===== config.mk =====
export PLATFORM = sky130hd
export DESIGN_NAME = fx_match_pipe
export DESIGN_NICKNAME = d
export VERILOG_FILES = /design/src/rtl/fx_match_pipe.sv
export SDC_FILE = /design/constraint.sdc
export NUM_CORES = 1
export LEC_CHECK = 0
export BUFFER_PORTS_ARGS = -buffer_cell sky130_fd_sc_hd__clkbuf_2
export CORE_MARGIN = 1
export CORE_UTILIZATION = 30
export CTS_CLUSTER_SIZE = 25
export DETAILED_ROUTE_END_ITERATION = 10
export PLACE_DENSITY = 0.47
export REMOVE_ABC_BUFFERS = 1
export SLEW_MARGIN = 20
export SYNTH_ARGS = -nofsm -noshare
export SYNTH_HDL_FRONTEND = slang
export SYNTH_SLANG_ARGS = --single-unit
export TNS_END_PERCENT = 5

===== constraint.sdc =====
create_clock -name i_clk -period 4.4 [get_ports i_clk]
set_clock_uncertainty 0.15 [all_clocks]
set_input_delay 0.22 -clock i_clk [delete_from_list [all_inputs] [get_ports i_clk]]
set_output_delay 0.22 -clock i_clk [all_outputs]
set_load 0.1 [all_outputs]

===== src/rtl/fx_match_pipe.sv =====
// Pipelined fixed-point format converter with run-time rounding and saturation.
// Maps Q(IN_W,IN_FRAC) to Q(OUT_W,OUT_FRAC) behind a valid/ready handshake.
module fx_match_pipe #(
    parameter int IN_W     = 12,
    parameter int IN_FRAC  = 8,
    parameter int OUT_W    = 8,
    parameter int OUT_FRAC = 4,
    parameter bit SIGNED   = 1'b1,
    parameter int LATENCY  = 2
) (
    input  logic             i_clk,
    input  logic             i_rst_n,
    input  logic             i_valid,
    output logic             o_ready,
    input  logic [IN_W-1:0]  i_data,
    input  logic [1:0]       i_round_mode,
    input  logic             i_sat_en,
    output logic             o_valid,
    input  logic             i_ready,
    output logic [OUT_W-1:0] o_data,
    output logic             o_ovf,
    output logic             o_ovf_sticky,
    input  logic             i_ovf_clr
);

    // Shift between formats; positive drops LSBs, negative pads LSBs.
    localparam int S  = IN_FRAC - OUT_FRAC;
    // Quantized width: one spare MSB absorbs the rounding carry.
    localparam int QW = IN_W - S + 1;
    // Compare width: wide enough for both sides plus a sign bit.
    localparam int WW = ((QW > OUT_W) ? QW : OUT_W) + 1;

    localparam logic signed [WW-1:0] MAXV = SIGNED ?
        (WW'(1) << (OUT_W - 1)) - WW'(1) :
        (WW'(1) << OUT_W) - WW'(1);
    localparam logic signed [WW-1:0] MINV = SIGNED ?
        ~((WW'(1) << (OUT_W - 1)) - WW'(1)) :
        '0;

    logic             adv;
    logic             in_neg;
    logic [QW-1:0]    qnt;

    logic             src_v;
    logic             src_s;
    logic [QW-1:0]    src_q;

    logic signed [WW-1:0] qx;
    logic             hi;
    logic             lo;
    logic [OUT_W-1:0] data_d;
    logic             ovf_d;

    logic             valid_q;
    logic [OUT_W-1:0] data_q;
    logic             ovf_q;
    logic             sticky_d;
    logic             sticky_q;

    // Global stall: everything moves only when the output slot frees up.
    assign adv     = !valid_q || i_ready;
    assign o_ready = adv;
    assign in_neg  = SIGNED & i_data[IN_W-1];

    generate
        if (S > 0) begin : g_drop
            localparam logic [S-1:0] HALF = S'(1) << (S - 1);

            logic [S-1:0]      drop;
            logic [IN_W-S-1:0] kept;
            logic              inc;

            assign drop = i_data[S-1:0];
            assign kept = i_data[IN_W-1:S];

            // Rounding increment applied to the floor-shifted value.
            always_comb begin
                inc = 1'b0;
                unique case (i_round_mode)
                    2'd0: inc = 1'b0;
                    2'd1: inc = (drop >= HALF);
                    2'd2: inc = (drop > HALF) ||
                                ((drop == HALF) && kept[0]);
                    2'd3: inc = in_neg && (drop != '0);
                    default: inc = 1'b0;
                endcase
            end

            assign qnt = {in_neg, kept} + QW'(inc);
        end else begin : g_pad
            localparam int P = -S;

            logic unused_mode;

            // Widening is exact, so the rounding mode has no effect.
            assign unused_mode = ^i_round_mode;
            assign qnt = {{(QW - IN_W){in_neg}}, i_data} << P;
        end
    endgenerate

    generate
        if (LATENCY == 1) begin : g_l1
            assign src_v = i_valid;
            assign src_q = qnt;
            assign src_s = i_sat_en;
        end else begin : g_ln
            localparam int N = LATENCY - 1;

            logic [N-1:0]  v_q;
            logic [N-1:0]  s_q;
            logic [QW-1:0] q_q [N];

            // Quantized samples and their saturate flag march in lockstep.
            always_ff @(posedge i_clk) begin
                if (!i_rst_n) begin
                    v_q <= '0;
                    s_q <= '0;
                    for (int k = 0; k < N; k++) begin
                        q_q[k] <= '0;
                    end
                end else if (adv) begin
                    v_q[0] <= i_valid;
                    s_q[0] <= i_sat_en;
                    q_q[0] <= qnt;
                    for (int k = 1; k < N; k++) begin
                        v_q[k] <= v_q[k-1];
                        s_q[k] <= s_q[k-1];
                        q_q[k] <= q_q[k-1];
                    end
                end
            end

            assign src_v = v_q[N-1];
            assign src_s = s_q[N-1];
            assign src_q = q_q[N-1];
        end
    endgenerate

    // Range check against the output format and clamp or wrap.
    always_comb begin
        qx     = {{(WW - QW){SIGNED & src_q[QW-1]}}, src_q};
        hi     = (qx > MAXV);
        lo     = (qx < MINV);
        ovf_d  = hi || lo;
        data_d = qx[OUT_W-1:0];
        if (src_s && hi) begin
            data_d = MAXV[OUT_W-1:0];
        end else if (src_s && lo) begin
            data_d = MINV[OUT_W-1:0];
        end
    end

    // Output register; data is held while the consumer stalls.
    always_ff @(posedge i_clk) begin
        if (!i_rst_n) begin
            valid_q <= 1'b0;
            data_q  <= '0;
            ovf_q   <= 1'b0;
        end else if (adv) begin
            valid_q <= src_v;
            if (src_v) begin
                data_q <= data_d;
                ovf_q  <= ovf_d;
            end
        end
    end

    // Sticky flag: a transferred overflow beats a same-cycle clear.
    always_comb begin
        sticky_d = sticky_q;
        if (valid_q && i_ready && ovf_q) begin
            sticky_d = 1'b1;
        end else if (i_ovf_clr) begin
            sticky_d = 1'b0;
        end
    end

    // Sticky overflow register.
    always_ff @(posedge i_clk) begin
        if (!i_rst_n) begin
            sticky_q <= 1'b0;
        end else begin
            sticky_q <= sticky_d;
        end
    end

    assign o_valid      = valid_q;
    assign o_data       = data_q;
    assign o_ovf        = ovf_q;
    assign o_ovf_sticky = sticky_q;

endmodule


==> results by group, run 1 <==
Run status
  • Outcome: complete, no violations

Cells and area
  • Layout cells sized above 1: 28.0%
  • Commonest non-fill, non-tap cell in the layout: sky130_fd_sc_hd__clkbuf_2
  • Highest-count cells in the layout ignoring fill and taps: sky130_fd_sc_hd__clkbuf_2 (31), sky130_fd_sc_hd__dfxtp_1 (13), sky130_fd_sc_hd__nand3_1 (10)
  • Area delta synth->final: 22.1%
  • Register area: 531 um2
  • Post-Layout Inst Area: 1300 um2
  • Multi-input gate area in the final layout: 494 um2
  • Layout Nets: 155
  • Layout fillers: 354
  • Count of antenna diodes in the layout: 0

Setup path
  • Nature of the critical path endpoint: primary output
  • Cell family with the largest share of critical-path delay: buffers and inverters
  • Cell-by-cell listing of the critical path: nor2b_4, inv_2, clkbuf_2
  • Worst Setup Path Type: register to primary output
  • Critical path launch point type: register
  • Maximum fanout along the worst path: 15
  • CP Data Required Time: 4.03 ns
  • Crit path buffers/inverters: 2
  • Arrival time at the worst endpoint: 1.49 ns
  • Cell type of the slowest stage on the worst timing path: sky130_fd_sc_hd__clkbuf_2
  • Crit path largest cell delay: 0.51 ns
  • Launching instance or port of the critical path: o_valid
  • FF-to-FF Start: o_valid

Floorplan
  • I/O pin cnt: 32
  • Y dimension of the die: 61.5 um
  • Initial standard-cell utilization of the core: 31.6%
  • Width of the die: 61.5 um
  • Core Box Area: 3360 um2
  • Floorplan die area: 3790 um2
  • Core Rows: 21

Clock tree
  • TritonCTS buffer count: 3
  • Insertion delay to the later sink of the worst-skew pair: 0.30 ns
  • Number of sinks driven by the clock tree: 22
  • Buffer cell driving the clock tree root: sky130_fd_sc_hd__clkbuf_4
  • Number of buffers on the longest clock path: 2
  • Hold buffer count at cts: 2
  • Setup Fix Bufs, Post-CTS: 0
  • Post-CTS sizing: 0
  • CTS tree: built
  • CTS HTree Levels: 1
  • Clock transition at the registers of the reported paths: 0.13 ns

Timing
  • Summed negative setup slack over all endpoints: 0 ns
  • Tightest slew margin relative to the limit: 64.1%
  • Final Hold Fails: 0
  • Max Clk Rate: 537 MHz
  • Slew @ Worst Pin: 0.541 ns
  • Final setup violation count: 0
  • Setup repair after global routing missed its margin: false
  • Final worst path period need: 1.86 ns
  • Max Transition Viols Final: 0
  • Period utilization: 42.3%

Route
  • Violation count after the first detailed-routing iteration: 24
  • Residual DRC count: 0
  • Mean routed wirelength per cell: 11.1 um
  • 1st-pass router iterations: 4
  • Number of routed nets with antenna violations: 0
  • Vias per cell: 4.81
  • Final routed wirelength across all metal layers: 1980 um
  • Total number of vias: 857

Placement
  • Half-perimeter wire length after placement: 1480 um
  • Number of I/O port buffers: 31
  • RePlAce Congestion: 0.810
  • Area after detailed placement: 1250 um2

Yosys
  • Yosys warnings: 0
  • Cells after Synth: 99
  • Netlist cell types: 33
  • Synth Cell Area: 1060 um2
  • Post-synthesis average cell area: 10.7 um2
  • Async set-or-reset flop fraction in the synthesized netlist: 0%
  • Sequential area share after synthesis: 49.9%
  • Dominant synthesized flop cell: sky130_fd_sc_hd__dfxtp_1
  • Synthesis-stage register bit count: 22
  • Number of enable flip-flop cells after synthesis: 9

Hold path
  • Startpoint of the tightest hold check path: i_ovf_clr
  • Min-delay worst type: input pin to register

GRT
  • Total routing resource utilization after global routing: 12.0%
  • Antenna violations before repair: 0
  • Total overflow reported by the global router: 0
  • Largest net degree at the start of global routing: 23
  • Global-route wire length before repair: 3280 um
  • Vias in the first global route: 773

Job
  • Number of max-cap violations: 0

Pwr
  • Pwr dens: 339 nW/um2
  • Leakage component of the power: 0.571 nW
  • Maximum vdd ir drop: 0.0799 mV
-- worst register-to-register path, cell delays in order, from the launching register on --
cell and delay (ns):
sky130_fd_sc_hd__dfxtp_1 0.34, sky130_fd_sc_hd__nor2b_4 0.14, sky130_fd_sc_hd__inv_2 0.20, sky130_fd_sc_hd__nand3_1 0.28, sky130_fd_sc_hd__o221a_1 0.30
-- worst paths after layout --
check / slack [ns] / endpoint / cells past startpoint
hold reg to reg: 0.34 / o_ovf_sticky / 2
hold / removal: 0.02 / o_ovf_sticky / 3
setup reg to reg: 2.90 / o_data[1] / 4
setup / recovery: 2.54 / o_ready / 3
-- logic make-up after synthesis --
family                   count (synthesis)  synth area share (%)
XOR/XNOR                                 4                  3.29
flip-flops                              22                  49.9
adder cells (fa/ha/maj)                  2                  2.35
multiplexers                             2                  1.88
AND/OR/NAND/NOR                         41                  22.2
AO/OA/AOI/OAI                           20                  16.7
buffers and inverters                    8                  3.65
-- flip-flops by register name, summed over array words and instances, names as in the netlist --
name / flops
g_ln.q_q: 9
g_ln.s_q: 1
g_ln.v_q: 1
o_data: 8
o_ovf: 1
o_ovf_sticky: 1
o_valid: 1
-- synthesized netlist by cell type (all sizes together), types with 3 or more instances --
master	number	area share (%)
o221a	7	7.4
nand3	10	4.7
nor2	3	1.1
inv	4	1.4
a21boi	3	2.1
nand3b	4	2.8
and2	8	4.9
nand2	7	2.5
xnor2	3	2.5
edfxtp	9	25
dfxtp	13	24
-- layer usage --
metal | share of wire [%] | GRT usage [%] | up-vias
li1 | - | - | 436
met1 | 45 | 14.2 | 384
met4 | 1.5 | 7.30 | 0
met5 | 0 | 0 | -
met3 | 5.6 | 2.10 | 2
met2 | 48 | 20.3 | 35
-- area by class of cell --
type | count | area share, %
Clock buffer | 3 | 1.73
Clock inverter | 1 | 0.289
Inverter | 4 | 1.16
Multi-Input combinational cell | 69 | 38.1
Sequential cell | 22 | 40.8
Tap cell | 46 | 4.43
Timing Repair Buffer | 33 | 13.5
-- power by group --
group          switching [W]  internal, W  leakage [nW]
logic              0.0000789    0.0000315         0.345
registers         0.00000745     0.000228         0.211
clock network      0.0000613    0.0000331        0.0154
-- per-stage QoR --
| stage | utilization, % | total power, W | hold slack [ns] | setup WS, ns | instances |
|---|---|---|---|---|---|
| 2_1_floorplan | - | 0.000321 | 0.188 | 2.07 | 95 |
| 3_3_place_gp | 37.2 | 0.000348 | 0.305 | 2.25 | 172 |
| 3_5_place_dp | 37.2 | 0.000349 | 0.317 | 2.22 | 172 |
| 4_1_cts | 38.6 | 0.000444 | 0.0198 | 2.53 | 178 |
| 5_1_grt | 38.6 | 0.000461 | 0.0314 | 2.39 | 178 |
| 6_report | 38.6 | 0.000440 | 0.0226 | 2.54 | 178 |
(Power assumes the default switching activity.)
==> run 2, diff against run 1 <==
Settings changed: PLACE_DENSITY 0.47 to 0.49.
Clock period 4.4 ns to 1.5 ns, I/O delays scaled along.
==> results by group, run 2 (same netlist as run 1, synthesis figures left out) <==
Run status
  • Outcome: complete, but fails checks
  • Violated checks: negative setup slack

Clock tree
  • TritonCTS buffer count: 3 (unchanged)
  • CTS HTree Levels: 1 (unchanged)
  • Clock transition at the registers of the reported paths: 0.12 ns (about the same)
  • Number of buffers on the longest clock path: 2 (unchanged)
  • Number of sinks driven by the clock tree: 22 (unchanged)
  • Buffer cell driving the clock tree root: sky130_fd_sc_hd__clkbuf_4
  • Insertion delay to the later sink of the worst-skew pair: 0.30 ns (about the same)
  • CTS tree: built

Route
  • Sum of met3 wire segment lengths after detailed routing: 69 um (-37%)
  • Final routed wirelength across all metal layers: 2100 um (+6.2%)
  • Total number of vias: 905 (+5.6%)
  • Number of routed nets with antenna violations: 0 (unchanged)
  • Residual DRC count: 0 (unchanged)
  • WL met1: 979 um (+10%)
  • 1st-pass router iterations: 4 (unchanged)
  • Mean routed wirelength per cell: 11.0 um (-1.0%)
  • Wire length on met2: 1020 um (+7.6%)
  • Uppermost layer routed: met4
  • Vias per cell: 4.74 (-1.6%)
  • Violation count after the first detailed-routing iteration: 12 (-50%)

Hold path
  • Min-delay worst type: input pin to register

Pwr
  • Maximum vdd ir drop: 0.284 mV (+260%)
  • Sum of internal, switching and leakage power: 0.00133 W (+200%)
  • Pwr dens: 894 nW/um2 (+160%)
  • Leakage component of the power: 0.654 nW (+14%)

Setup path
  • Arrival time at the worst endpoint: 1.58 ns (+0.09 ns)
  • Cell type of the slowest stage on the worst timing path: sky130_fd_sc_hd__or3_4
  • Crit path buffers/inverters: 1 (-1)
  • Critical path launch point type: input pin
  • CP Data Required Time: 1.51 ns (-2.52 ns)
  • Crit path largest cell delay: 0.38 ns (-0.13 ns)
  • Worst Setup Path Type: input pin to register
  • Nature of the critical path endpoint: register
  • CP dominant cell by count: sky130_fd_sc_hd__ha_4
  • Cell-by-cell listing of the critical path: clkbuf_2, or3_4, o2111ai_2, nand3_2, ha_4, ha_4, and4_1, nand2_1, mux2i_1
  • Maximum fanout along the worst path: 3 (-12)
  • Cell family with the largest share of critical-path delay: simple AND/OR/NAND/NOR gates

GRT
  • Total routing resource utilization after global routing: 13.3% (+1.3 points)
  • Vias in the first global route: 842 (+8.9%)
  • Largest net degree at the start of global routing: 14 (-39%)
  • Antenna violations before repair: 0 (unchanged)
  • Global-route wire length before repair: 3620 um (+10%)
  • Total overflow reported by the global router: 0 (unchanged)

Placement
  • Number of I/O port buffers: 31 (unchanged)
  • RePlAce Congestion: 0.763 (-5.8%)
  • Half-perimeter wire length after placement: 1580 um (+6.9%)

Timing
  • Slew @ Worst Pin: 0.539 ns (-0.00122 ns)
  • Tightest slew margin relative to the limit: 64.2% (+0.081 points)
  • Setup repair after global routing missed its margin: true
  • Max Transition Viols Final: 0 (unchanged)
  • Summed negative setup slack over all endpoints: -0.240 ns (-0.240 ns)
  • PnR worst setup slack: -0.0710 ns (-2.61 ns)
  • Max Clk Rate: 637 MHz
  • Final worst path period need: 1.57 ns
  • Final Hold Fails: 0 (unchanged)
  • Period utilization: 105%
  • Final setup violation count: 6 (+6)

Floorplan
  • I/O pin cnt: 32 (unchanged)
  • Initial standard-cell utilization of the core: 31.6% (unchanged)
  • Width of the die: 61.5 um (unchanged)
  • Core Rows: 21 (unchanged)
  • Core Box Area: 3360 um2 (unchanged)
  • Floorplan die area: 3790 um2 (unchanged)
  • Y dimension of the die: 61.5 um (unchanged)

Job
  • Number of max-cap violations: 0 (unchanged)

Cells and area
  • Count of antenna diodes in the layout: 0 (unchanged)
  • Register name with the most flops: g_ln.q_q
  • Layout Nets: 168 (+8.4%)
  • Area delta synth->final: 39.9%
  • Max FFs per register: 9 (unchanged)
  • Layout cells sized above 1: 37.2% (+9.2 points)
  • Highest-count cells in the layout ignoring fill and taps: sky130_fd_sc_hd__clkbuf_2 (30), sky130_fd_sc_hd__dfxtp_1 (11), sky130_fd_sc_hd__nand3_1 (9), sky130_fd_sc_hd__edfxtp_1 (9)
  • Commonest non-fill, non-tap cell in the layout: sky130_fd_sc_hd__clkbuf_2
  • Final design utilization: 44.2% (+5.6 points)
==> run 2: final timing paths <==
path / cells after the start / startpoint / slack [ns] / to
min reg2reg: 1 / o_data[7] / 0.37 / o_data[7]
min: 3 / i_data[9] / 0.04 / g_ln.q_q[0][5]
max: 9 / i_data[2] / -0.07 / g_ln.q_q[0][6]
max reg2reg: 3 / g_ln.q_q[0][7] / 0.11 / o_data[3]
==> run 2: final cells by class <==
class,count,area (um2)
clock buffers,3,22.5
clock inverters,1,3.75
fillers,357,1880
inverters,4,15.0
multi-input cells,69,548
flip-flops and latches,22,533
well taps,46,57.6
repair buffers,46,308
==> run 2: per-layer routing <==
| metal | global-route usage (%) | vias to the layer above |
|---|---|---|
| met1 | 15.8 | 418 |
| met3 | 2.52 | 2 |
| met5 | 0 | - |
| met4 | 7.62 | 0 |
| li1 | - | 463 |
| met2 | 22.4 | 22 |
==> run 2: where the power goes <==
part	switching (W)	total, W	internal [W]
clock network	0.000172	0.000269	0.0000969
logic	0.000244	0.000370	0.000126
registers	0.0000219	0.000690	0.000669
total	0.000438	0.00133	0.000892
==> run 2: repair_timing <==
action	4_1_cts	5_1_grt
setup endpoints to repair	9	10
setup buffers	1	0
hold buffers	7	0
resized for setup	10	3
endpoints found under the hold margin	5	0
pin swaps	8	3
==> run 2: per-stage QoR <==
step	hold slack (ns)	area, um2	setup slack [ns]	cells
floorplan	0.0426	1040	-0.826	95
global placement	0.163	1320	-0.478	179
detailed placement	0.170	1320	-0.532	179
CTS	0.0220	1470	-0.108	191
global route	0.0402	1490	-0.133	191
finish	0.0419	1490	-0.0710	191
==> run 2: worst reg2reg max path, delay by kind of cell (launching register included) <==
| family | cells | cell delay (ns) |
|---|---|---|
| simple gates | 2 | 0.50 |
| compound gates | 1 | 0.20 |
| flops | 1 | 0.45 |
